==> config.mk <==
export PLATFORM = sky130hd
export DESIGN_NAME = uart_rx
export DESIGN_NICKNAME = d
export VERILOG_FILES = /design/src/rtl/uart_pkg.sv /design/src/rtl/uart_rx_sync.sv /design/src/rtl/uart_rx.sv
export SDC_FILE = /design/constraint.sdc
export NUM_CORES = 1
export LEC_CHECK = 0
export ABC_AREA = 1
export BUFFER_PORTS_ARGS = -buffer_cell sky130_fd_sc_hd__buf_4
export CAP_MARGIN = 10
export CELL_PAD_IN_SITES_DETAIL_PLACEMENT = 1
export CELL_PAD_IN_SITES_GLOBAL_PLACEMENT = 1
export CORE_UTILIZATION = 37
export CTS_BUF_LIST = sky130_fd_sc_hd__clkbuf_2 sky130_fd_sc_hd__clkbuf_4 sky130_fd_sc_hd__clkbuf_8
export DETAILED_ROUTE_END_ITERATION = 7
export PLACE_DENSITY_LB_ADDON = 0.12
export SLEW_MARGIN = 10
export SYNTH_ARGS = -nofsm -noshare
export SYNTH_HDL_FRONTEND = slang
export SYNTH_SLANG_ARGS = --single-unit
==> constraint.sdc <==
create_clock -name clk -period 1.85 [get_ports clk]
set_input_delay 0.2775 -clock clk [delete_from_list [all_inputs] [get_ports clk]]
set_output_delay 0.2775 -clock clk [all_outputs]
set_load 0.02 [all_outputs]
==> src/rtl/uart_pkg.sv <==
// uart_pkg: definitions shared by the UART receiver and a future transmitter.
//   - uart_state_e   : deframing FSM state encoding
//   - OVERSAMPLE     : baud ticks per bit period
//   - MID_START      : sample count at which the start bit is re-checked
//   - LAST_SAMPLE    : sample count at which data/parity/stop bits are taken
//   - parity_mismatch: 1 when the received parity bit disagrees with the mode
package uart_pkg;

    localparam int         OVERSAMPLE  = 8;
    localparam logic [2:0] MID_START   = 3'd3;
    localparam logic [2:0] LAST_SAMPLE = 3'd7;

    typedef enum logic [2:0] {
        IDLE   = 3'd0,
        START  = 3'd1,
        DATA   = 3'd2,
        PARITY = 3'd3,
        STOP   = 3'd4
    } uart_state_e;

    // Even mode expects XOR(data, pbit) = 0, odd mode expects 1.
    function automatic logic parity_mismatch(input logic [7:0] data,
                                             input logic       pbit,
                                             input logic       odd);
        return (^data) ^ pbit ^ odd;
    endfunction

endpackage

==> src/rtl/uart_rx_sync.sv <==
// uart_rx_sync: input conditioning for uart_rx.
//   clk, reset : system clock, asynchronous active-high reset
//   baud_rx    : oversample square wave (synchronous to clk)
//   rx         : asynchronous serial line, idle high
//   rx_s       : rx after a 2-flop synchroniser
//   tick       : one-clk pulse on each rising edge of baud_rx
module uart_rx_sync (
    input  logic clk,
    input  logic reset,
    input  logic baud_rx,
    input  logic rx,
    output logic rx_s,
    output logic tick
);

    logic [1:0] rx_sync_q, rx_sync_d;
    logic       baud_q, baud_d;

    always_comb begin
        rx_sync_d = {rx_sync_q[0], rx};
        baud_d    = baud_rx;
    end

    // Synchroniser resets to the idle-high line level so no false start
    // is seen coming out of reset.
    always_ff @(posedge clk or posedge reset) begin
        if (reset) begin
            rx_sync_q <= 2'b11;
            baud_q    <= 1'b0;
        end else begin
            rx_sync_q <= rx_sync_d;
            baud_q    <= baud_d;
        end
    end

    assign rx_s = rx_sync_q[1];
    assign tick = baud_rx & ~baud_q;

endmodule

==> src/rtl/uart_rx.sv <==
// uart_rx: oversampling UART receiver (1 start, 8 data LSB first, optional
// parity, 1 stop) with valid/ack host handshake.
//   clk, reset            : system clock, asynchronous active-high reset
//   baud_rx               : OVERSAMPLE ticks per bit (rising edges)
//   rx                    : serial line, idle high
//   parity_en, parity_odd : frame format, latched at start detection
//   data_out, data_valid  : received byte, held until data_ack
//   data_ack              : host consumes the byte
//   parity_err, frame_err : status of the byte in data_out
//   overrun               : sticky, a byte was overwritten before ack
module uart_rx
    import uart_pkg::*;
#(
    parameter int DATA_BITS  = 8,
    parameter int OVERSAMPLE = uart_pkg::OVERSAMPLE
) (
    input  logic                 clk,
    input  logic                 reset,
    input  logic                 baud_rx,
    input  logic                 rx,
    input  logic                 parity_en,
    input  logic                 parity_odd,
    output logic [DATA_BITS-1:0] data_out,
    output logic                 data_valid,
    input  logic                 data_ack,
    output logic                 parity_err,
    output logic                 frame_err,
    output logic                 overrun
);

    localparam int CW = $clog2(OVERSAMPLE);

    logic rx_s, tick;

    uart_rx_sync u_sync (
        .clk     (clk),
        .reset   (reset),
        .baud_rx (baud_rx),
        .rx      (rx),
        .rx_s    (rx_s),
        .tick    (tick)
    );

    uart_state_e          state_q, state_d;
    logic [CW-1:0]        cnt_q, cnt_d;
    logic [2:0]           bidx_q, bidx_d;
    logic [DATA_BITS-1:0] shreg_q, shreg_d;
    logic                 cfg_pen_q, cfg_pen_d;
    logic                 cfg_podd_q, cfg_podd_d;
    logic                 pmis_q, pmis_d;
    logic [DATA_BITS-1:0] data_out_q, data_out_d;
    logic                 data_valid_q, data_valid_d;
    logic                 parity_err_q, parity_err_d;
    logic                 frame_err_q, frame_err_d;
    logic                 overrun_q, overrun_d;

    always_comb begin
        state_d      = state_q;
        cnt_d        = cnt_q;
        bidx_d       = bidx_q;
        shreg_d      = shreg_q;
        cfg_pen_d    = cfg_pen_q;
        cfg_podd_d   = cfg_podd_q;
        pmis_d       = pmis_q;
        data_out_d   = data_out_q;
        data_valid_d = data_valid_q;
        parity_err_d = parity_err_q;
        frame_err_d  = frame_err_q;
        overrun_d    = overrun_q;

        if (data_ack && data_valid_q) begin
            data_valid_d = 1'b0;
            overrun_d    = 1'b0;
        end

        if (tick) begin
            cnt_d = cnt_q + 1'b1;
            unique case (state_q)
                IDLE: begin
                    cnt_d = '0;
                    if (!rx_s) begin
                        state_d    = START;
                        cfg_pen_d  = parity_en;
                        cfg_podd_d = parity_odd;
                    end
                end
                START: begin
                    if (cnt_q == CW'(MID_START)) begin
                        cnt_d = '0;
                        if (rx_s) begin
                            state_d = IDLE;   // glitch, not a real start bit
                        end else begin
                            bidx_d  = '0;
                            state_d = DATA;
                        end
                    end
                end
                DATA: begin
                    if (cnt_q == CW'(LAST_SAMPLE)) begin
                        shreg_d = {rx_s, shreg_q[DATA_BITS-1:1]};
                        bidx_d  = bidx_q + 1'b1;
                        if (bidx_q == 3'(DATA_BITS - 1))
                            state_d = cfg_pen_q ? PARITY : STOP;
                    end
                end
                PARITY: begin
                    if (cnt_q == CW'(LAST_SAMPLE)) begin
                        pmis_d  = parity_mismatch(shreg_q, rx_s, cfg_podd_q);
                        state_d = STOP;
                    end
                end
                STOP: begin
                    if (cnt_q == CW'(LAST_SAMPLE)) begin
                        data_out_d   = shreg_q;
                        data_valid_d = 1'b1;
                        frame_err_d  = ~rx_s;
                        parity_err_d = cfg_pen_q & pmis_q;
                        // An ack in this same cycle consumes the old byte,
                        // so the new one replaces it without an overrun.
                        if (data_valid_q && !data_ack)
                            overrun_d = 1'b1;
                        cnt_d   = '0;
                        state_d = IDLE;
                    end
                end
                default: begin
                    cnt_d   = '0;
                    state_d = IDLE;
                end
            endcase
        end
    end

    always_ff @(posedge clk or posedge reset) begin
        if (reset) begin
            state_q      <= IDLE;
            cnt_q        <= '0;
            bidx_q       <= '0;
            shreg_q      <= '0;
            cfg_pen_q    <= 1'b0;
            cfg_podd_q   <= 1'b0;
            pmis_q       <= 1'b0;
            data_out_q   <= '0;
            data_valid_q <= 1'b0;
            parity_err_q <= 1'b0;
            frame_err_q  <= 1'b0;
            overrun_q    <= 1'b0;
        end else begin
            state_q      <= state_d;
            cnt_q        <= cnt_d;
            bidx_q       <= bidx_d;
            shreg_q      <= shreg_d;
            cfg_pen_q    <= cfg_pen_d;
            cfg_podd_q   <= cfg_podd_d;
            pmis_q       <= pmis_d;
            data_out_q   <= data_out_d;
            data_valid_q <= data_valid_d;
            parity_err_q <= parity_err_d;
            frame_err_q  <= frame_err_d;
            overrun_q    <= overrun_d;
        end
    end

    assign data_out   = data_out_q;
    assign data_valid = data_valid_q;
    assign parity_err = parity_err_q;
    assign frame_err  = frame_err_q;
    assign overrun    = overrun_q;

endmodule

# --- Word-level counts from Yosys, hierarchy flattened ---
# Index checks and enable logic that the tools add are counted.
totals:
  ff_bits: 35
  in_bits: 7
  out_inout_bits: 12
  wordCells: 74
classes:
  addsub: 2
  n_eq_ne: 14
  n_mux: 25
  n_bitwise: 6
  reduce_logical: 13
op_table:
  columns: ["operator", "count"]
  rows:
  - ["$mux 3", 12]
  - ["$pmux 3 s5", 1]
  - ["$ne 2x2->1 const B", 7]
  - ["$reduce_and 3->1", 4]
  - ["$eq 3x2->1 const B", 3]
  - ["$eq 3x3->1 const B", 3]
  - ["$mux 1", 9]
  - ["$pmux 3 s3", 1]
  - ["$reduce_xor 8->1", 1]
  - ["$reduce_and 7->1", 1]
  - ["$add 3x1->3 const B", 2]
  - ["$pmux 3 s2", 1]
  - ["$reduce_and 5->1", 1]
  - ["$eq 3x1->1 const B", 1]
  - ["$logic_not 3->1", 1]
  - ["$and 1x1->1", 2]
  - ["$logic_and 1x1->1", 2]
  - ["$mux 2", 1]
  - ["$not 1->1", 2]
  - ["$reduce_bool 2->1", 1]
  - ["$reduce_or 2->1", 1]
  - ["$xor 1x1->1", 2]
  - ["$logic_not 1->1", 1]

# --- Logic depth before layout (Yosys ltp) ---
# Gate-level depths: netlist of run 1.
logic_depth:
  ltp_word: 6
  ltp_mapped: 10
  depth_no_buf: 10

# --- By module ---
# Synthesis of run 1 repeated with hierarchy kept, for this count alone.
unflattened:
  cells_unflattened: 211
  area_unflattened_um2: 1729.2
modules_own_cells:
  columns: ["module", "instances", "cells_each", "area_per_inst_um2", "seq_area_each_um2"]
  rows:
  - ["uart_rx", 1, 205, 1637.8, 800.8]
  - ["uart_rx_sync", 1, 6, 91.3, 77.6]

# --- Least setup slack after synthesis of run 1 ---
# OpenSTA, ideal clock, no wires.
synth_path:
  kind: "reg-to-reg"
  startpoint: "register cnt_q[0]"
  endpoint: "register with a tool-made name"
  setup_time_ps: 73
  arrival_ps: 1340
  required_ps: 1777
  slack_ps: 437
  stages_incl_launch_ff: 10
  path_buffers: 1
  period_less_slack_ps: 1413
  path_cell_list: "dfrtp_1 ha_1 nand2_1 inv_1 nand2_1 nor2_2 inv_2 buf_6 nor2_4 a2bb2oi_2"
synth_lines:
  columns: ["item", "line_no", "text"]
  rows:
  - ["from (decl)", "uart_rx.sv:45", "logic [CW-1:0] cnt_q, cnt_d;"]
  - ["from (signal assigned)", "uart_rx.sv:150", "cnt_q <= cnt_d;"]

# --- Worst setup path in the final report of run 1 ---
layout_path:
  startpoint: "register cnt_q[0]"
  endpoint: "register data_out_q[7] (netlist: data_out[7])"
layout_between:
  elab_chain_len: 2
layout_lines:
  columns: ["item", "line_no", "text"]
  rows:
  - ["$eq 3x3->1", "uart_rx.sv:113", "if (cnt_q == CW'(LAST_SAMPLE)) begin"]
  - ["$reduce_and 3->1 (no source line)", null, null]
  - ["to (signal assigned)", "uart_rx.sv:156", "data_out_q <= data_out_d;"]
  - ["to (decl)", "uart_rx.sv:51", "logic [DATA_BITS-1:0] data_out_q, data_out_d;"]
# No other way between the ends.
# A chain may end at the register's enable or synchronous reset.

==> results of run 1 <==
==> cell usage after synthesis <==
master / instances / area (um^2)
ha_1: 5 / 62.56
nor2_4: 3 / 33.78
nand2_1: 59 / 221.5
buf_6: 3 / 33.78
nand2_4: 1 / 11.26
o21ai_1: 14 / 70.07
dfstp_2: 2 / 52.55
xnor2_1: 4 / 35.03
nand4_1: 2 / 12.51
inv_2: 5 / 18.77
o21ai_4: 1 / 16.27
nand3_1: 9 / 45.04
nor2_8: 1 / 20.02
o211ai_1: 1 / 7.510
inv_4: 1 / 6.260
inv_1: 27 / 101.4
nand2_2: 2 / 12.51
nor3_2: 1 / 10.01
o21ai_0: 11 / 55.05
nor2_2: 2 / 12.51
a2bb2oi_2: 1 / 15.01
a21oi_1: 2 / 10.01
o22ai_2: 1 / 12.51
o21ai_2: 1 / 8.760
xor2_1: 2 / 17.52
o22ai_1: 2 / 12.51
nand3_2: 2 / 20.02
nor2_1: 11 / 41.29
dfrtp_1: 33 / 825.8
mux2_2: 1 / 11.26
nand3_4: 2 / 35.03
==> power breakdown <==
group	switching, W	internal [W]	total, W
clock network	0.000292	0.000262	0.000553
registers	0.000115	0.000851	0.000966
logic	0.000390	0.000234	0.000624
total	0.000797	0.00135	0.00214
==> flip-flops by register name (all words and copies together), names as in the netlist, named ones only <==
| register | count |
|---|---|
| bidx_q | 3 |
| state_q | 3 |
| shreg_q | 8 |
| cnt_q | 3 |
| parity_err | 1 |
| u_sync.baud_q | 1 |
| pmis_q | 1 |
| frame_err | 1 |
| cfg_podd_q | 1 |
| data_valid | 1 |
| u_sync.rx_sync_q | 2 |
| data_out | 8 |
| cfg_pen_q | 1 |
==> final cells by class <==
type	instances	area, um^2	share of cell area, %
clock buffer	5	68.82	3.216
clock inverter	3	20.02	0.9357
inverter	33	126.4	5.906
multi-input combinational	141	809.5	37.84
sequential	35	878.3	41.05
tap	67	83.83	3.918
timing repair buffer	20	152.6	7.134
==> critical path, cell delays in order (launching register included) <==
cell and delay [ns]:
dfrtp_1 0.40, ha_1 0.20, nand2_1 0.08, inv_1 0.16, nand2_1 0.12, nor2_2 0.16, inv_2 0.16, nand2_1 0.10
o21ai_0 0.08
==> kinds of logic (layout without fill, tap and decap cells) <==
| logic type | Yosys count | after routing | synth area share [%] |
|---|---|---|---|
| XOR/XNOR | 6 | 6 | 2.844 |
| AND/OR/NAND/NOR | 95 | 95 | 25.73 |
| flip-flops | 35 | 35 | 47.53 |
| adder cells (fa/ha/maj) | 5 | 5 | 3.385 |
| AO/OA/AOI/OAI | 34 | 34 | 11.24 |
| buffers and inverters | 36 | 61 | 8.667 |
| multiplexers | 1 | 1 | 0.6093 |
==> stage by stage <==
| step | std cells | cell area, um^2 | util, % |
|---|---|---|---|
| 2_1_floorplan | 212 | 1848 | - |
| 3_3_place_gp | 295 | 2041 | 42.92 |
| 3_5_place_dp | 295 | 2041 | 42.92 |
| 4_1_cts | 304 | 2140 | 45.00 |
| 5_1_grt | 304 | 2140 | 45.00 |
| 6_report | 304 | 2140 | 45.00 |
==> worst paths after layout <==
path                                                      end                     startpoint  cells after the start
worst max-delay path                  data_out[7]$_DFFE_PP0P_           cnt_q[0]$_DFFE_PP0N_                      8
worst min-delay path            u_sync.rx_sync_q[0]$_DFF_PP1_                             rx                      1
worst max register to register        data_out[7]$_DFFE_PP0P_           cnt_q[0]$_DFFE_PP0N_                      8
worst min register to register  u_sync.rx_sync_q[1]$_DFF_PP1_  u_sync.rx_sync_q[0]$_DFF_PP1_                      0
max in group asynchronous       u_sync.rx_sync_q[1]$_DFF_PP1_                          reset                      4
min in group asynchronous       u_sync.rx_sync_q[0]$_DFF_PP1_                          reset                      3
==> what timing repair did <==
action                     4_1_cts  5_1_grt
setup endpoints to repair        0        0
hold endpoints to repair         1        0
hold buffers                     1        0
==> metal layers <==
layer	share of wire [%]	vias to the layer above	wire length (um)
met1	39	712	1527
met3	2.7	8	105
met4	2.0	0	79
met5	0	-	0
li1	-	713	-
met2	56	20	2196
==> metrics.md, run 1 <==
| Metric | Value |
|---|---|
| Share of cells above drive strength 1 | 22.78% |
| Flop-to-flop setup slack | 0.25 ns |
| Grt met3 use | 4.282% |
| Syn Inst Count | 212 |
| Final total power | 0.002144 W |
| Seq cells post-synth | 35 |
| Grt total ovfl | 0 |
| Setup repair bufs after CTS | 0 |
| Status | completed |
| Worst hold slack | 0.09396 ns |
| Clock root buffer master | clkbuf_8 |
| Critical Path RT | 2.01 ns |
| Final hold vios | 0 |
| ANT cells | 0 |
| Initial antenna violation count | 0 |
| Chip Width | 72.67 um |
| CP arrival | 1.76 ns |
| Gpl congestion | 0.8304 |
| Max-cap check violation count | 0 |
| Worst-margin pin slew | 0.4401 ns |
| Met2 Usage GRT | 32.61% |
| Largest net degree at the start of global routing | 35 |
| Die Span Y | 72.67 um |
| Fillers | 604 |
| Met1 usage | 18.96% |
| Tcrit/Tclk final | 86.28% |
| Drt first pass iters | 4 |
| Setup WS pre-CTS | 0.2443 ns |
| TritonCTS buffer count | 5 |
| Routed WL per cell | 12.86 um |
| Layout Nets | 248 |
| Clk_lat worst skew | 0.29 ns |
| Cells resized by post-CTS repair | 0 |
| CTS tree | yes |
| Min-delay worst type | input port to register |
| Clock sinks | 35 |
| Clk pin slew, worst setup/hold paths | 0.07 ns |
| Vias per cell | 4.780 |
| Setup_tns | 0 ns |
| Worst vdd ir | 0.6785 mV |
| Post-layout min period | 1.596 ns |
| Seq/Total Area, Yosys | 47.53% |
| RSZ-0062 raised after global routing | false |
| Avg Cell Area, Syn | 8.717 um^2 |
| Port Buf Inserts | 18 |
| Syn_nets | 224 |
| H-Tree Depth | 2 |
| Clock Path Buffers | 2 |
| Worst-path fanout max | 20 |
| Via count | 1453 |
| Total Wirelength | 3.908 mm |
| Detailed Route Iter0 Violations | 80 |
| Slew Viols, Final | 0 |
| Tot GR Track Use | 17.40% |
| Slew headroom | 70.66% |
| Initial Util | 38.87% |
| Synthesized area | 1848 um^2 |
| Setup skew after layout | 0.005421 ns |
| Crit. End Element | register |
| Cell Pwr Density | 1002 nW/um^2 |
| Achievable frequency | 626.5 MHz |
| First-pass GRT wire length | 6.982 mm |
| PnR worst setup slack | 0.2538 ns |
| Most common cell after layout, fill and taps aside | nand2_1 |
| Number of global-route vias before repair | 1523 |
| I/O pin count | 19 |
| Core Rows | 25 |
| Setup Crit Path Kind | register to register |
| Pleak | 1.051 nW |
| Cell variety after synth | 31 |
| Area Overhead vs Synth | 15.78% |
| Core box area | 4755 um^2 |
| Worst setup SP type | register |
| Grt peak-use layer | met2 |
| Antenna-violating nets left | 0 |
| Hpwl dp | 2.949 mm |
| Total die area | 5281 um^2 |
| Synth warnings | 0 |
| DRC viols | 0 |
| Final setup vio count | 0 |
| Commonest cells after routing, fill and taps aside | nand2_1 (59), dfrtp_1 (33), inv_1 (27), buf_4 (19), o21ai_1 (14) |
Power figures use the tool's default switching activity.
==> inputs of run 2 (changes only) <==
- CORE_MARGIN: unset -> 5
- CORE_UTILIZATION: 37 -> 45
- SYNTH_HIERARCHICAL: unset -> 1
==> run 2 against run 1 <==
  * Final area down 5.4%
  * Die area decreased by 1.9%
  * Utilization increased by 9.9 points
  * Critical path depth is the same
  * Register-to-register slack better by 0.07 ns
  * Wire length shrank 0.44%
  * Sequential cell count did not move
  * Setup slack improved by 0.071 ns
  * Worst hold slack gained 0.0038 ns
  * Critical path type unchanged
  * Largest cell class unchanged
  * Largest power group unchanged
  * Highest routed layer unchanged
==> metrics.md, run 2 <==
| Metric | Value |
|---|---|
| Clk pin slew, worst setup/hold paths | 0.07 ns (about the same) |
| First-pass GRT wire length | 7.120 mm (+2.0%) |
| Initial Util | 46.88% (+8.0 points) |
| Share of cells above drive strength 1 | 18.64% (-4.1 points) |
| Status | completed |
| CP arrival | 1.74 ns (-0.02 ns) |
| Synth cell count leaders | nand2_1 (68), dfrtp_1 (33), inv_1 (28) |
| Crit. End Element | register |
| Largest net degree at the start of global routing | 33 (-5.7%) |
| Tcrit/Tclk final | 82.47% (-3.8 points) |
| Port Buf Inserts | 18 (unchanged) |
| Seq cells post-synth | 35 (unchanged) |
| Vias per cell | 4.968 (+3.9%) |
| Cell variety after synth | 22 (-29%) |
| Worst-margin pin slew | 0.4190 ns (-0.02112 ns) |
| Chip Width | 71.99 um (-0.94%) |
| Total Wirelength | 3.891 mm (-0.44%) |
| TritonCTS buffer count | 5 (unchanged) |
| Antenna-violating nets left | 0 (unchanged) |
| Number of flops mapped to enable cells by yosys | 0 (unchanged) |
| Setup skew after layout | 0.004694 ns (-0.0007275 ns) |
| Cell accounting for the most synthesized area | dfrtp_1 |
| Syn_nets | 223 (-0.45%) |
| Core Rows | 22 (-12%) |
| Area of the multi-input gates | 705.7 um^2 (-13%) |
| Worst hold slack | 0.09775 ns (+0.003788 ns) |
| Seq/Total Area, Yosys | 50.80% (+3.3 points) |
| Clk_lat worst skew | 0.29 ns (about the same) |
| Clock root buffer master | clkbuf_8 |
| Clock Path Buffers | 2 (unchanged) |
| Initial antenna violation count | 0 (unchanged) |
| Worst vdd ir | 0.4493 mV (-34%) |
| Fillers | 481 (-20%) |
| Achievable frequency | 655.5 MHz (+4.6%) |
| Slew Viols, Final | 0 (unchanged) |
| Routed WL per cell | 13.70 um (+6.6%) |
| Most common cell after layout, fill and taps aside | nand2_1 |
| Area Overhead vs Synth | 17.08% |
| Pleak | 1.064 nW (+1.2%) |
| Total die area | 5183 um^2 (-1.9%) |
| Slew headroom | 72.07% (+1.4 points) |
| Post-layout min period | 1.526 ns (-0.07060 ns) |
| Tot GR Track Use | 17.75% (+0.35 points) |
| I/O pin count | 19 (unchanged) |
| Final setup vio count | 0 (unchanged) |
| Post-layout util | 54.88% (+9.9 points) |
| Main synth FF type | dfrtp_1 |
| Async SR Flop Fraction | 100.0% (unchanged) |
| Layout Nets | 247 (-0.40%) |
| Gpl congestion | 0.8409 (+1.3%) |
| Cells taking the most area after synthesis | dfrtp_1 (48%), nand2_1 (15%), o21ai_0 (7.2%), inv_1 (6.1%), ha_1 (3.6%) |
| Grt total ovfl | 0 (unchanged) |
| Detailed Route Iter0 Violations | 64 (-20%) |
| H-Tree Depth | 2 (unchanged) |
| Final hold vios | 0 (unchanged) |
| Storage element area | 878.3 um^2 (unchanged) |
| Number of global-route vias before repair | 1566 (+2.8%) |
| Clock sinks | 35 (unchanged) |
| Commonest cells after routing, fill and taps aside | nand2_1 (68), dfrtp_1 (33), inv_1 (28), o21ai_0 (25), buf_4 (19) |
| Setup Crit Path Kind | register to register |
| Cell with the most instances after synthesis | nand2_1 |
| Synth top area share | 47.76% (+3.1 points) |
| Synth warnings | 6 (+6) |
| Synthesized area | 1729 um^2 (-6.4%) |
| Core box area | 3689 um^2 (-22%) |
| Drt first pass iters | 4 (unchanged) |
| Critical Path RT | 2.07 ns (+0.06 ns) |
| Die Span Y | 71.99 um (-0.94%) |
| Syn Inst Count | 211 (-0.47%) |
| ANT cells | 0 (unchanged) |
| Setup_tns | 0 ns (unchanged) |
| Worst setup SP type | register |
| Cell Pwr Density | 973.5 nW/um^2 (-2.8%) |
| Hpwl dp | 2.866 mm (-2.8%) |
| Avg Cell Area, Syn | 8.195 um^2 (-6.0%) |
| Worst-path fanout max | 20 (unchanged) |
| CTS tree | yes |
| Via count | 1411 (-2.9%) |
| DRC viols | 0 (unchanged) |
| RSZ-0062 raised after global routing | false |
| Max-cap check violation count | 0 (unchanged) |
| Min-delay worst type | input port to register |
## run 2: cell count changes after synthesis, moves of 2 or more
cell | previous run | this run
nand3_4 | 2 | 0
o21ai_1 | 14 | 0
nand3_1 | 9 | 11
o21ai_0 | 11 | 25
buf_6 | 3 | 1
a21oi_1 | 2 | 4
buf_2 | 0 | 2
nor2_1 | 11 | 8
nand2_1 | 59 | 68
nand3_2 | 2 | 0
## run 2: routing by layer
layer / routed length, um / vias up / GRT usage, %
li1: - / 705 / -
met1: 1634 / 684 / 20.72
met2: 2055 / 14 / 31.53
met3: 130 / 8 / 4.432
met4: 70 / 0 / 6.263
met5: 0 / - / 0
## run 2: cells by family (layout without fill, tap and decap cells)
| kind of cell | Yosys count | after routing | share of synthesized area [%] |
|---|---|---|---|
| compound gates | 33 | 33 | 10.49 |
| fa+ha+maj | 5 | 5 | 3.618 |
| mux | 1 | 1 | 0.6512 |
| simple gates | 96 | 96 | 23.52 |
| xor+xnor | 5 | 5 | 2.532 |
| buf+inv | 36 | 61 | 8.394 |
| flops | 35 | 35 | 50.80 |
## run 2: what timing repair did
action,4_1_cts,5_1_grt
hold endpoints to repair,1,0
buffers inserted,0,0
hold buffers,1,0
resized for setup,0,0
## run 2: critical path: stages (launching register included)
cell and delay [ns]:
dfrtp_1 0.40, ha_1 0.20, nand2_2 0.10, nor2_4 0.16
inv_2 0.05, nor2_2 0.13, inv_2 0.17, nor2_4 0.12
a2bb2oi_2 0.13
## run 2: final cells by class
type / instances / area share (%)
clock buffer: 8 / 5.130
sequential: 35 / 43.39
multi-input combinational: 140 / 34.86
timing repair buffer: 20 / 7.540
inverter: 33 / 6.119
tap: 48 / 2.967
## run 2: final timing paths
kind | start | to | slack (ns) | cells past startpoint
max | cnt_q[0]$_DFFE_PP0P_ | register | 0.32 | 8
min | rx | u_sync/rx_sync_q[0]$_DFF_PP1_ | 0.1 | 1
max reg2reg | cnt_q[0]$_DFFE_PP0P_ | register | 0.32 | 8
min reg2reg | u_sync/rx_sync_q[0]$_DFF_PP1_ | u_sync/rx_sync_q[1]$_DFF_PP1_ | 0.36 | 0
max in group asynchronous | reset | cnt_q[1]$_DFFE_PP0P_ | 0.88 | 4
min in group asynchronous | reset | u_sync/baud_q$_DFF_PP0_ | 0.42 | 3
## run 2: where the power goes
| part | internal, W | switching [W] |
|---|---|---|
| logic | 0.000156 | 0.000292 |
| clock network | 0.000354 | 0.000263 |
| registers | 0.000841 | 0.0000653 |
## run 2: stage by stage
stage                     instances  cell area (um^2)  worst slack, ns  power (W)
final                           284              2024           0.3244   0.001971
after global routing            284              2024           0.1571   0.002127
after CTS                       284              2024           0.2941   0.002003
after detailed placement        275              1911           0.3154   0.001364
after global placement          275              1911           0.3882   0.001339
after floorplan                 211              1729           0.4968   0.001233
==> inputs of run 3 (changes only) <==
- ABC_AREA: 1 -> 0
- CORE_UTILIZATION: 45 -> 49
- clock period: 1.85 -> 1.44 ns (I/O delays scaled with it)
==> run 3 against run 2 <==
  * The flow now stops in global routing (5_1_grt)
  * Synthesized cell count is 38% lower
  * Area after synthesis is 2.3% lower
==> metrics.md, run 3 <==
| Metric | Value |
|---|---|
| Status | stopped before the end |
| Last step reached | global routing (5_1_grt) |
| Error | [ERROR DPL-0033] detailed placement checks failed during check placement. |
| Clock sinks | 35 (unchanged) |
| Synthesized area | 1689 um^2 (-2.3%) |
| Setup WS pre-CTS | -0.2720 ns (-0.5874 ns) |
| Main synth FF type | dfrtp_1 |
| Clock Path Buffers | 2 (unchanged) |
| Number of flops mapped to enable cells by yosys | 0 (unchanged) |
| Initial antenna violation count | 0 |
| Worst endpoint, post-GRT repair | state_q[1]$_DFFE_PP0P_/D |
| Hpwl dp | 2.833 mm (-1.2%) |
| Gpl congestion | 0.8696 (+3.4%) |
| Seq cells post-synth | 35 (unchanged) |
| Async SR Flop Fraction | 100.0% (unchanged) |
| Syn_nets | 143 (-36%) |
| Seq/Total Area, Yosys | 52.00% (+1.2 points) |
| Clock root buffer master | clkbuf_4 |
| Avg Cell Area, Syn | 12.89 um^2 (+57%) |
| I/O pin count | 19 (unchanged) |
| Port Buf Inserts | 18 (unchanged) |
| Cell accounting for the most synthesized area | dfrtp_1 |
| Die Span Y | 68.71 um (-4.6%) |
| TritonCTS buffer count | 5 (unchanged) |
| Synth warnings | 6 (unchanged) |
| Cell with the most instances after synthesis | dfrtp_1 |
| Cell variety after synth | 37 (+68%) |
| Syn Inst Count | 131 (-38%) |
| Chip Width | 68.71 um (-4.6%) |
| Largest net degree at the start of global routing | 33 |
| Synth top area share | 48.89% (+1.1 points) |
| Synth cell count leaders | dfrtp_1 (33), mux2_2 (20), inv_1 (9) |
| Cells taking the most area after synthesis | dfrtp_1 (49%), mux2_2 (13%), ha_1 (3.7%), xnor2_1 (3.6%), dfstp_2 (3.1%) |
| H-Tree Depth | 2 (unchanged) |
| Initial Util | 50.62% (+3.7 points) |
| Category of the worst endpoint | register data pin |
| Core Rows | 21 (-4.5%) |
-- run 3: cell count changes after synthesis, sizes merged, moves of 3 or more --
cell and delta:
buf +3, inv -23, mux2 +22, nand2 -67, nand3 -7, nor2 -10, nor2b +4, o21ai -21
xnor2 +3
-- run 3: timing repair --
item	in CTS
cloned	0
gates resized for setup	24
hold buffers	3
pin swaps	5
endpoints found under the setup margin	32
endpoints found under the hold margin	37
setup buffers	5
-- run 3: cell families after synthesis --
| family | count (synthesis) | share of synthesized area [%] |
|---|---|---|
| flops | 35 | 52.00 |
| fa+ha+maj | 5 | 3.704 |
| xor+xnor | 8 | 4.963 |
| mux | 25 | 17.19 |
| simple gates | 22 | 8.593 |
| compound gates | 20 | 8.148 |
| buf+inv | 16 | 5.408 |
-- run 3: through the flow --
step,setup TNS (ns),area [um^2],cells
floorplan,-1.725,1757,131
global placement,-5.349,2108,217
detailed placement,-6.027,2108,217
CTS,-4.592,2327,233
==> inputs of run 4 (changes only) <==
- CELL_PAD_IN_SITES_DETAIL_PLACEMENT: 1 -> unset
- CELL_PAD_IN_SITES_GLOBAL_PLACEMENT: 1 -> unset
- CORE_UTILIZATION: 49 -> 40
- CTS_BUF_LIST: sky130_fd_sc_hd__clkbuf_2 sky130_fd_sc_hd__clkbuf_4 sky130_fd_sc_hd__clkbuf_8 -> unset
- PLACE_DENSITY_LB_ADDON: 0.12 -> 0.15
==> run 4 against run 3 <==
  * The flow now finishes, with violations (setup timing)
  * Synthesized cell count stayed put
  * Area after synthesis stayed put
==> metrics.md, run 4 <==
| Metric | Value |
|---|---|
| Pleak | 1.153 nW |
| Cell accounting for the most synthesized area | dfrtp_1 |
| Fillers | 342 |
| H-Tree Depth | 2 (unchanged) |
| Share of cells above drive strength 1 | 59.02% |
| Setup Crit Path Kind | register to register |
| Core Rows | 23 (+9.5%) |
| DRC viols | 0 |
| Worst-margin pin slew | 0.4060 ns |
| Final hold vios | 0 |
| Largest net degree at the start of global routing | 33 |
| Initial antenna violation count | 0 |
| Commonest cells after routing, fill and taps aside | buf_4 (44), dfrtp_1 (30), mux2_4 (20), inv_1 (9), xnor2_1 (7) |
| Placed Area | 2083 um^2 (-1.2%) |
| Achievable frequency | 611.5 MHz |
| Clk pin slew, worst setup/hold paths | 0.07 ns |
| Setup_tns | -3.427 ns |
| Final instance area | 2400 um^2 |
| Post-layout min period | 1.635 ns |
| Syn Inst Count | 131 (unchanged) |
| Via count | 1130 |
| Seq cells post-synth | 35 (unchanged) |
| TritonCTS buffer count | 5 (unchanged) |
| Clk_lat worst skew | 0.29 ns |
| Worst-path fanout max | 4 |
| Cell with the most instances after synthesis | dfrtp_1 |
| Non-filler cells in the finished layout | 233 |
| Number of flops mapped to enable cells by yosys | 0 (unchanged) |
| Placed Cells | 217 (unchanged) |
| Async SR Flop Fraction | 100.0% (unchanged) |
| Synth cell count leaders | dfrtp_1 (33), mux2_2 (20), inv_1 (9) |
| Cells taking the most area after synthesis | dfrtp_1 (49%), mux2_2 (13%), ha_1 (3.7%), xnor2_1 (3.6%), dfstp_2 (3.1%) |
| Synth warnings | 6 (unchanged) |
| Critical Path RT | 1.61 ns |
| Main synth FF type | dfrtp_1 |
| I/O pin count | 19 (unchanged) |
| Detailed Route Iter0 Violations | 30 |
| Status | finished with violations |
| Area Overhead vs Synth | 42.07% |
| Max-cap check violation count | 0 |
| Min-delay worst type | input port to register |
| Worst hold slack | 0.03851 ns |
| Hpwl dp | 2.251 mm (-21%) |
| Final setup vio count | 28 |
| Gpl congestion | 0.7824 (-10%) |
| Total Wirelength | 3.293 mm |
| Slew headroom | 72.93% |
| CTS tree | yes |
| ANT cells | 0 |
| Setup skew after layout | 0.006802 ns |
| Routed WL per cell | 14.13 um |
| Tot GR Track Use | 13.09% |
| Layout Nets | 195 |
| Cell variety after synth | 37 (unchanged) |
| CP arrival | 1.81 ns |
| Violations in the final reports | setup timing |
| RSZ-0062 raised after global routing | true |
| Antenna-violating nets left | 0 |
| Number of global-route vias before repair | 1201 |
| Port Buf Inserts | 18 (unchanged) |
| Seq/Total Area, Yosys | 52.00% (unchanged) |
| Cell Pwr Density | 1286 nW/um^2 |
| Most common cell after layout, fill and taps aside | buf_4 |
| Core box area | 4058 um^2 |
| Clock root buffer master | clkbuf_8 |
| Slew Viols, Final | 0 |
| PnR worst setup slack | -0.1952 ns |
| Initial Util | 41.63% (-9.0 points) |
| Avg Cell Area, Syn | 12.89 um^2 (unchanged) |
| First-pass GRT wire length | 5.368 mm |
| Worst vdd ir | 0.7784 mV |
| Worst setup SP type | register |
| Die Span Y | 74.99 um (+9.1%) |
| Drt first pass iters | 2 |
| Synth top area share | 48.89% (unchanged) |
| Clock Path Buffers | 2 (unchanged) |
| Grt total ovfl | 0 |
| Total die area | 5623 um^2 |
| Crit. End Element | register |
| Vias per cell | 4.850 |
| Tcrit/Tclk final | 113.6% |
| Clock sinks | 35 (unchanged) |
| Synthesized area | 1689 um^2 (unchanged) |
| Syn_nets | 143 (unchanged) |
| Chip Width | 74.99 um (+9.1%) |
[run 4: cell counts after synthesis]
No cell type changed its count.
[run 4: cells by family after synthesis]
group                    synth area share (%)
multiplexers                            17.19
buffers and inverters                   5.408
flip-flops                              52.00
XOR/XNOR                                4.963
AND/OR/NAND/NOR                         8.593
adder cells (fa/ha/maj)                 3.704
AO/OA/AOI/OAI                           8.148
[run 4: path summary, 6_finish.rpt]
path                       slack [ns]                          start                             to  cells after the start
setup / recovery                -0.20           cnt_q[1]$_DFFE_PP0P_             pmis_q$_DFFE_PP0P_                      5
hold / removal                   0.04                             rx  u_sync/rx_sync_q[0]$_DFF_PP1_                      1
setup reg to reg                -0.20           cnt_q[1]$_DFFE_PP0P_             pmis_q$_DFFE_PP0P_                      5
hold reg to reg                  0.36  u_sync/rx_sync_q[0]$_DFF_PP1_  u_sync/rx_sync_q[1]$_DFF_PP1_                      0
max in group asynchronous        0.54                          reset         state_q[1]$_DFFE_PP0P_                      4
min in group asynchronous        0.36                          reset        u_sync/baud_q$_DFF_PP0_                      3
[run 4: area by class of cell]
cell class | instances | area (um^2) | share of cell area, %
inverter | 10 | 40.04 | 1.668
clock buffer | 6 | 82.58 | 3.441
tap | 50 | 62.56 | 2.607
sequential | 35 | 882.1 | 36.76
clock inverter | 1 | 5.005 | 0.2086
multi-input combinational | 80 | 919.6 | 38.32
timing repair buffer | 51 | 407.9 | 17.00
[run 4: routing by layer]
layer	up-vias	GRT usage, %	share of wire (%)
li1	563	-	-
met5	-	0	0
met2	19	20.41	46
met4	0	6.324	2.1
met3	7	5.207	5.0
met1	541	15.77	47
[run 4: power breakdown]
group          switching, W  internal, W  leakage (nW)
logic              0.000474     0.000633         0.645
clock network      0.000332     0.000375        0.0470
registers          0.000174      0.00110         0.461
[run 4: repair_timing]
action | in CTS | in global routing
hold buffers | 1 | 0
hold endpoints to repair | 3 | 0
cloned | 0 | 0
setup endpoints to repair | 29 | 29
gates resized for setup | 19 | 17
setup buffers | 4 | 4
pin swaps | 3 | 5
[run 4: metrics by stage]
step | power [W] | setup slack [ns] | util (%)
6_report | 0.003087 | -0.1952 | 59.14
5_1_grt | 0.003289 | -0.2617 | 59.14
4_1_cts | 0.002938 | -0.2036 | 56.52
3_5_place_dp | 0.002118 | -0.2366 | 51.34
3_3_place_gp | 0.002076 | -0.2104 | 51.34
2_1_floorplan | 0.001843 | -0.1484 | -
[run 4: worst max-delay path: stages (launching register included)]
cell	delay (ns)
dfrtp_1	0.39
ha_4	0.17
buf_4	0.12
nand3_4	0.10
or4_4	0.44
mux2_4	0.31
